--- config.mk ---
export PLATFORM = sky130hd
export DESIGN_NAME = u2_batch_accumulator
export DESIGN_NICKNAME = d
export VERILOG_FILES = /design/src/rtl/u2_batch_accumulator.sv
export SDC_FILE = /design/constraint.sdc
export NUM_CORES = 1
export LEC_CHECK = 0
export ABC_AREA = 1
export CORE_MARGIN = 1.5
export CORE_UTILIZATION = 44
export DETAILED_ROUTE_END_ITERATION = 10
export PLACE_DENSITY_LB_ADDON = 0.12
export SLEW_MARGIN = 20
export SYNTH_ARGS = -nofsm -noshare
export SYNTH_HDL_FRONTEND = slang
export SYNTH_SLANG_ARGS = --single-unit
--- constraint.sdc ---
create_clock -name i_clk -period 2.1 [get_ports i_clk]
set_clock_uncertainty 0.15 [all_clocks]
set_input_delay 0.315 -clock i_clk [delete_from_list [all_inputs] [get_ports i_clk]]
set_output_delay 0.315 -clock i_clk [all_outputs]
set_load 0.01 [all_outputs]
--- src/rtl/u2_batch_accumulator.sv ---
// Batch accumulator: sums 2^n signed m-bit samples exactly into an (m+n)-bit result
// and hands it downstream with a valid/ready handshake.
module u2_batch_accumulator #(
  parameter int m = 4,
  parameter int n = 2
) (
  input  logic                i_clk,
  input  logic                i_rst_n,
  input  logic                i_valid,
  input  logic signed [m-1:0] i_argA,
  output logic                o_ready,
  output logic [m+n-1:0]      o_result,
  output logic [1:0]          o_status,
  output logic                o_valid,
  input  logic                i_ready
);

  localparam int W = m + n;

  typedef enum logic [1:0] {
    IDLE = 2'd0,
    ACC  = 2'd1,
    DONE = 2'd2
  } state_t;

  state_t         r_state;
  state_t         w_stateNext;
  logic [W-1:0]   r_acc;
  logic [W-1:0]   w_accNext;
  logic [n-1:0]   r_count;
  logic [n-1:0]   w_countNext;
  logic [W-1:0]   r_result;
  logic [W-1:0]   w_resultNext;
  logic [1:0]     r_status;
  logic [1:0]     w_statusNext;
  logic           r_valid;
  logic           w_validNext;
  logic [W-1:0]   w_sampleExt;
  logic [W-1:0]   w_sum;
  logic           w_accept;
  logic           w_lastSample;

  // Ready depends on state only, so there is no combinational path from i_valid/i_ready.
  assign o_ready      = (r_state != DONE);
  assign w_accept     = i_valid & o_ready;
  assign w_sampleExt  = {{n{i_argA[m-1]}}, i_argA};
  assign w_sum        = r_acc + w_sampleExt;
  assign w_lastSample = (r_count == {n{1'b1}});

  assign o_result = r_result;
  assign o_status = r_status;
  assign o_valid  = r_valid;

  always_comb begin
    w_stateNext  = r_state;
    w_accNext    = r_acc;
    w_countNext  = r_count;
    w_resultNext = r_result;
    w_statusNext = r_status;
    w_validNext  = r_valid;

    case (r_state)
      IDLE: begin
        if (w_accept) begin
          w_accNext   = w_sampleExt;
          w_countNext = n'(1);
          w_stateNext = ACC;
        end
      end

      ACC: begin
        if (w_accept) begin
          if (w_lastSample) begin
            w_resultNext = w_sum;
            w_statusNext = {w_sum[W-1], (w_sum == '0)};
            w_validNext  = 1'b1;
            w_accNext    = '0;
            w_countNext  = '0;
            w_stateNext  = DONE;
          end else begin
            w_accNext   = w_sum;
            w_countNext = r_count + n'(1);
          end
        end
      end

      DONE: begin
        // The acknowledge edge only retires the result; a new batch starts on a later edge.
        if (i_ready) begin
          w_validNext  = 1'b0;
          w_statusNext = 2'b00;
          w_accNext    = '0;
          w_countNext  = '0;
          w_stateNext  = IDLE;
        end
      end

      default: begin
        w_validNext  = 1'b0;
        w_statusNext = 2'b00;
        w_accNext    = '0;
        w_countNext  = '0;
        w_stateNext  = IDLE;
      end
    endcase
  end

  always_ff @(posedge i_clk or negedge i_rst_n) begin
    if (!i_rst_n) begin
      r_state  <= IDLE;
      r_acc    <= '0;
      r_count  <= '0;
      r_result <= '0;
      r_status <= 2'b00;
      r_valid  <= 1'b0;
    end else begin
      r_state  <= w_stateNext;
      r_acc    <= w_accNext;
      r_count  <= w_countNext;
      r_result <= w_resultNext;
      r_status <= w_statusNext;
      r_valid  <= w_validNext;
    end
  end

endmodule
==> out/results.tsv <==
stage	metric	value	unit
drt	WL per Instance	11.8	um
placement	Port Buffers	17	
setup_path	CP arrival	2070	ps
setup_path	CP max stage cell	clkdlybuf4s50_1	
cts	Sinks on Clock Net	19	
floorplan	# IOs	18	
pwr	Pwr per Cell Area	1340	mW/mm2
timing	Max Freq	503	MHz
setup_path	worst endpoint required time	2190	ps
timing	Final Critical Period	1990	ps
cts	worst-skew pair later-pin latency	290	ps
pwr	Pint	0.00110	W
cts	CTS Buf Count	3	
grt	largest net degree at the start of global routing	20	
setup_path	worst r2r src	r_acc[0]	
timing	crit share post-route	0.946	
floorplan	Core Region	0.00230	mm2
setup_path	family with the most delay on the worst path	adder cells	
cts	clock transition at the registers of the reported paths	100	ps
setup_path	Crit path buffers/inverters	2	
placement	DP Cell Count	193	
cells_and_area	area growth from synthesis to final layout	27.2	%
pwr	sequential share of power	0.333	
setup_path	Crit path top cell by count	nand2_1	
grt	Remaining Overflow, GRT	0	
cts	clock root buffer	clkbuf_4	
grt	initial antenna violation count	0	
drt	# DRC	0	
timing	Final Hold Fails	0	
cells_and_area	fraction of layout cells with a size suffix above 1	0.148	
cells_and_area	ANT cells	0	
timing	Final Slew Violations	0	
floorplan	Starting Density	0.481	
setup_path	r2r setup slk	240	ps
pwr	switching share of power	0.416	
outcome	run status	complete, no violations	
placement	routability cong.	0.830	
synthesis	Avg Cell Area, Syn	7.95	um2
cells_and_area	fin cells	197	
synthesis	YS warnings	0	
drt	Via-to-Cell Ratio	5.01	
grt	number of global-route vias before repair	876	
drt	DRT antenna net count	0	
cts	H-tree levels	1	
worst_hold_path	Hold Path Class	in -> async	
grt	first-pass GRT wire length	3.82	mm
setup_path	Max FO, Critical Path	3	
synthesis	Cells after Synth	139	
setup_path	reg2reg end	o_status[0]	
cells_and_area	Post-layout nets	185	
timing	Slew HR	0.762	
floorplan	die width	53.1	um
setup_path	critical path class	in -> reg	
setup_path	startpoint types	input pin	
synthesis	sequential fraction of the synthesis area	0.430	
pwr	net load switching power	0.000783	W
floorplan	Die ar.	0.00282	mm2
synthesis	syn nets	154	
timing	worst-margin pin slew	353	ps
placement	placed wire-length estimate	1.85	mm
drt	total number of vias	986	
drt	final WL	2.32	mm
setup_path	Critical Path, Cell by Cell	clkdlybuf4s50_1 -> ha_1 -> inv_1 -> fa_1 -> xor2_1 -> nand2_1 -> nor3_1 -> nand2_1 -> nand2_1	
drt	number of DRC markers in iteration 0	24	
timing	final setup vio count	0	
cts	Hold Buf Count CTS	0	
drt	DRT Pass-1 Iters	4	
cts	maximum clock insertion buffer count	2	
run	Max-Cap Viols	0	
grt	gr usage total	0.192	
pwr	total power draw	0.00188	W
pwr	Comb power frac	0.570	
synthesis	Synth cell types	25	
floorplan	Die Y	53.1	um
synthesis	synthesized flop and latch total	19	
setup_path	Largest stage delay, worst path	480	ps
pwr	leak pwr	0.728	nW
pwr	clock power share	0.098	
setup_path	CP endpoint kind	flop	
synthesis	mapped cell area	0.00110	mm2
timing	Fin Setup TNS	0	ps
floorplan	Row Count	17	
setup_path	Reg2Reg Depth	8	
pwr	Max VDD drop	0.668	mV
cts	CTS tree	built	
-- worst max-delay path by stage --
stage / start / end / cells past startpoint
floorplan: r_acc[0] / o_status[0] / 9
global placement: i_argA[0] / o_status[0] / 10
detailed placement: i_argA[0] / o_status[0] / 10
CTS: i_argA[0] / o_status[0] / 10
global route: i_argA[0] / o_status[0] / 10
finish: i_argA[0] / o_status[0] / 9
-- cell usage in the layout, fill, tap and decap left out, drive strengths merged, types with 2 or more instances in the layout --
cell	Yosys	layout
a21oi	5	5
a22oi	2	2
buf	1	10
clkbuf	0	4
clkdlybuf4s50	0	17
dfrtp	19	19
ha	6	6
inv	21	21
nand2	45	45
nand3	6	6
nor2	8	8
nor3	3	3
o21ai	14	14
-- synth_stat cells (all sizes together) --
library cell   n  area, um2
a21oi          5       25.0
a22o           1       8.76
a22oi          2       15.0
a31oi          1       6.26
buf            1       11.3
dfrtp         19        475
fa             1       20.0
ha             6       75.1
inv           21       78.8
nand2         45        174
nand3          6       30.0
nand3b         1       7.51
nand4          1       6.26
nor2           8       30.0
nor3           3       26.3
o21a           1       7.51
o21ai         14       77.6
o22ai          1       12.5
or2            1       8.76
xor2           1       8.76
-- power by group through the flow --
stage	clock network (W)	registers, W	logic (W)
finish	0.000184	0.000626	0.00107
global route	0.000202	0.000651	0.00121
CTS	0.000192	0.000627	0.00107
detailed placement	0	0.000634	0.00106
global placement	0	0.000627	0.00105
floorplan	0	0.000650	0.000635
-- final cells by class --
cell class / instances / area, um2
fillers: 217 / 892
multi-input cells: 98 / 544
flip-flops and latches: 19 / 475
repair buffers: 27 / 245
inverters: 21 / 78.8
well taps: 28 / 35.0
clock buffers: 4 / 26.3
-- worst reg2reg max path, delay by kind of cell (launching register included) --
family / cells / cell delay, ps
and+or+nand+nor: 4 / 410
DFF: 1 / 380
xor gates and xnor gates: 1 / 270
adders and majority gates: 2 / 560
buffers and inverters: 1 / 50
-- sequential cells by signal, summed over array words and instances, names as in the netlist --
name / count
o_result: 6
r_acc: 6
o_status: 2
r_count: 2
r_state: 2
o_valid: 1
-- routing by layer --
metal,track usage,vias up,wire length (um),share of wire
met5,0,-,0,0
met4,0.0769,0,27,0.012
met3,0.0339,2,87,0.037
met2,0.321,19,1090,0.47
met1,0.242,455,1120,0.48
li1,-,510,-,-
-- through the flow --
step	instance area (um2)	hold slack (ps)	setup slack, ps	utilization
2_1_floorplan	1100	-131	353	-
3_3_place_gp	1370	304	-189	0.598
3_5_place_dp	1370	308	-194	0.598
4_1_cts	1400	193	113	0.609
5_1_grt	1410	213	-0.540	0.612
6_report	1410	190	113	0.612
-- timing repair --
action / in CTS / in global routing
endpoints found under the setup margin: 0 / 1
resized for setup: 0 / 1
endpoints found under the hold margin: 0 / 0
buffers inserted: 0 / 0
-- kinds of logic (layout without fill, tap and decap cells) --
| family | Yosys count | in the layout | share of synthesized area |
|---|---|---|---|
| buffers and inverters | 22 | 52 | 0.0815 |
| xor gates and xnor gates | 1 | 1 | 0.00793 |
| and+or+nand+nor | 65 | 65 | 0.256 |
| adders and majority gates | 7 | 7 | 0.0861 |
| DFF | 19 | 19 | 0.430 |
| AOI/OAI and AO/OA | 25 | 25 | 0.138 |
No activity file was read; power rests on OpenSTA's default activity.
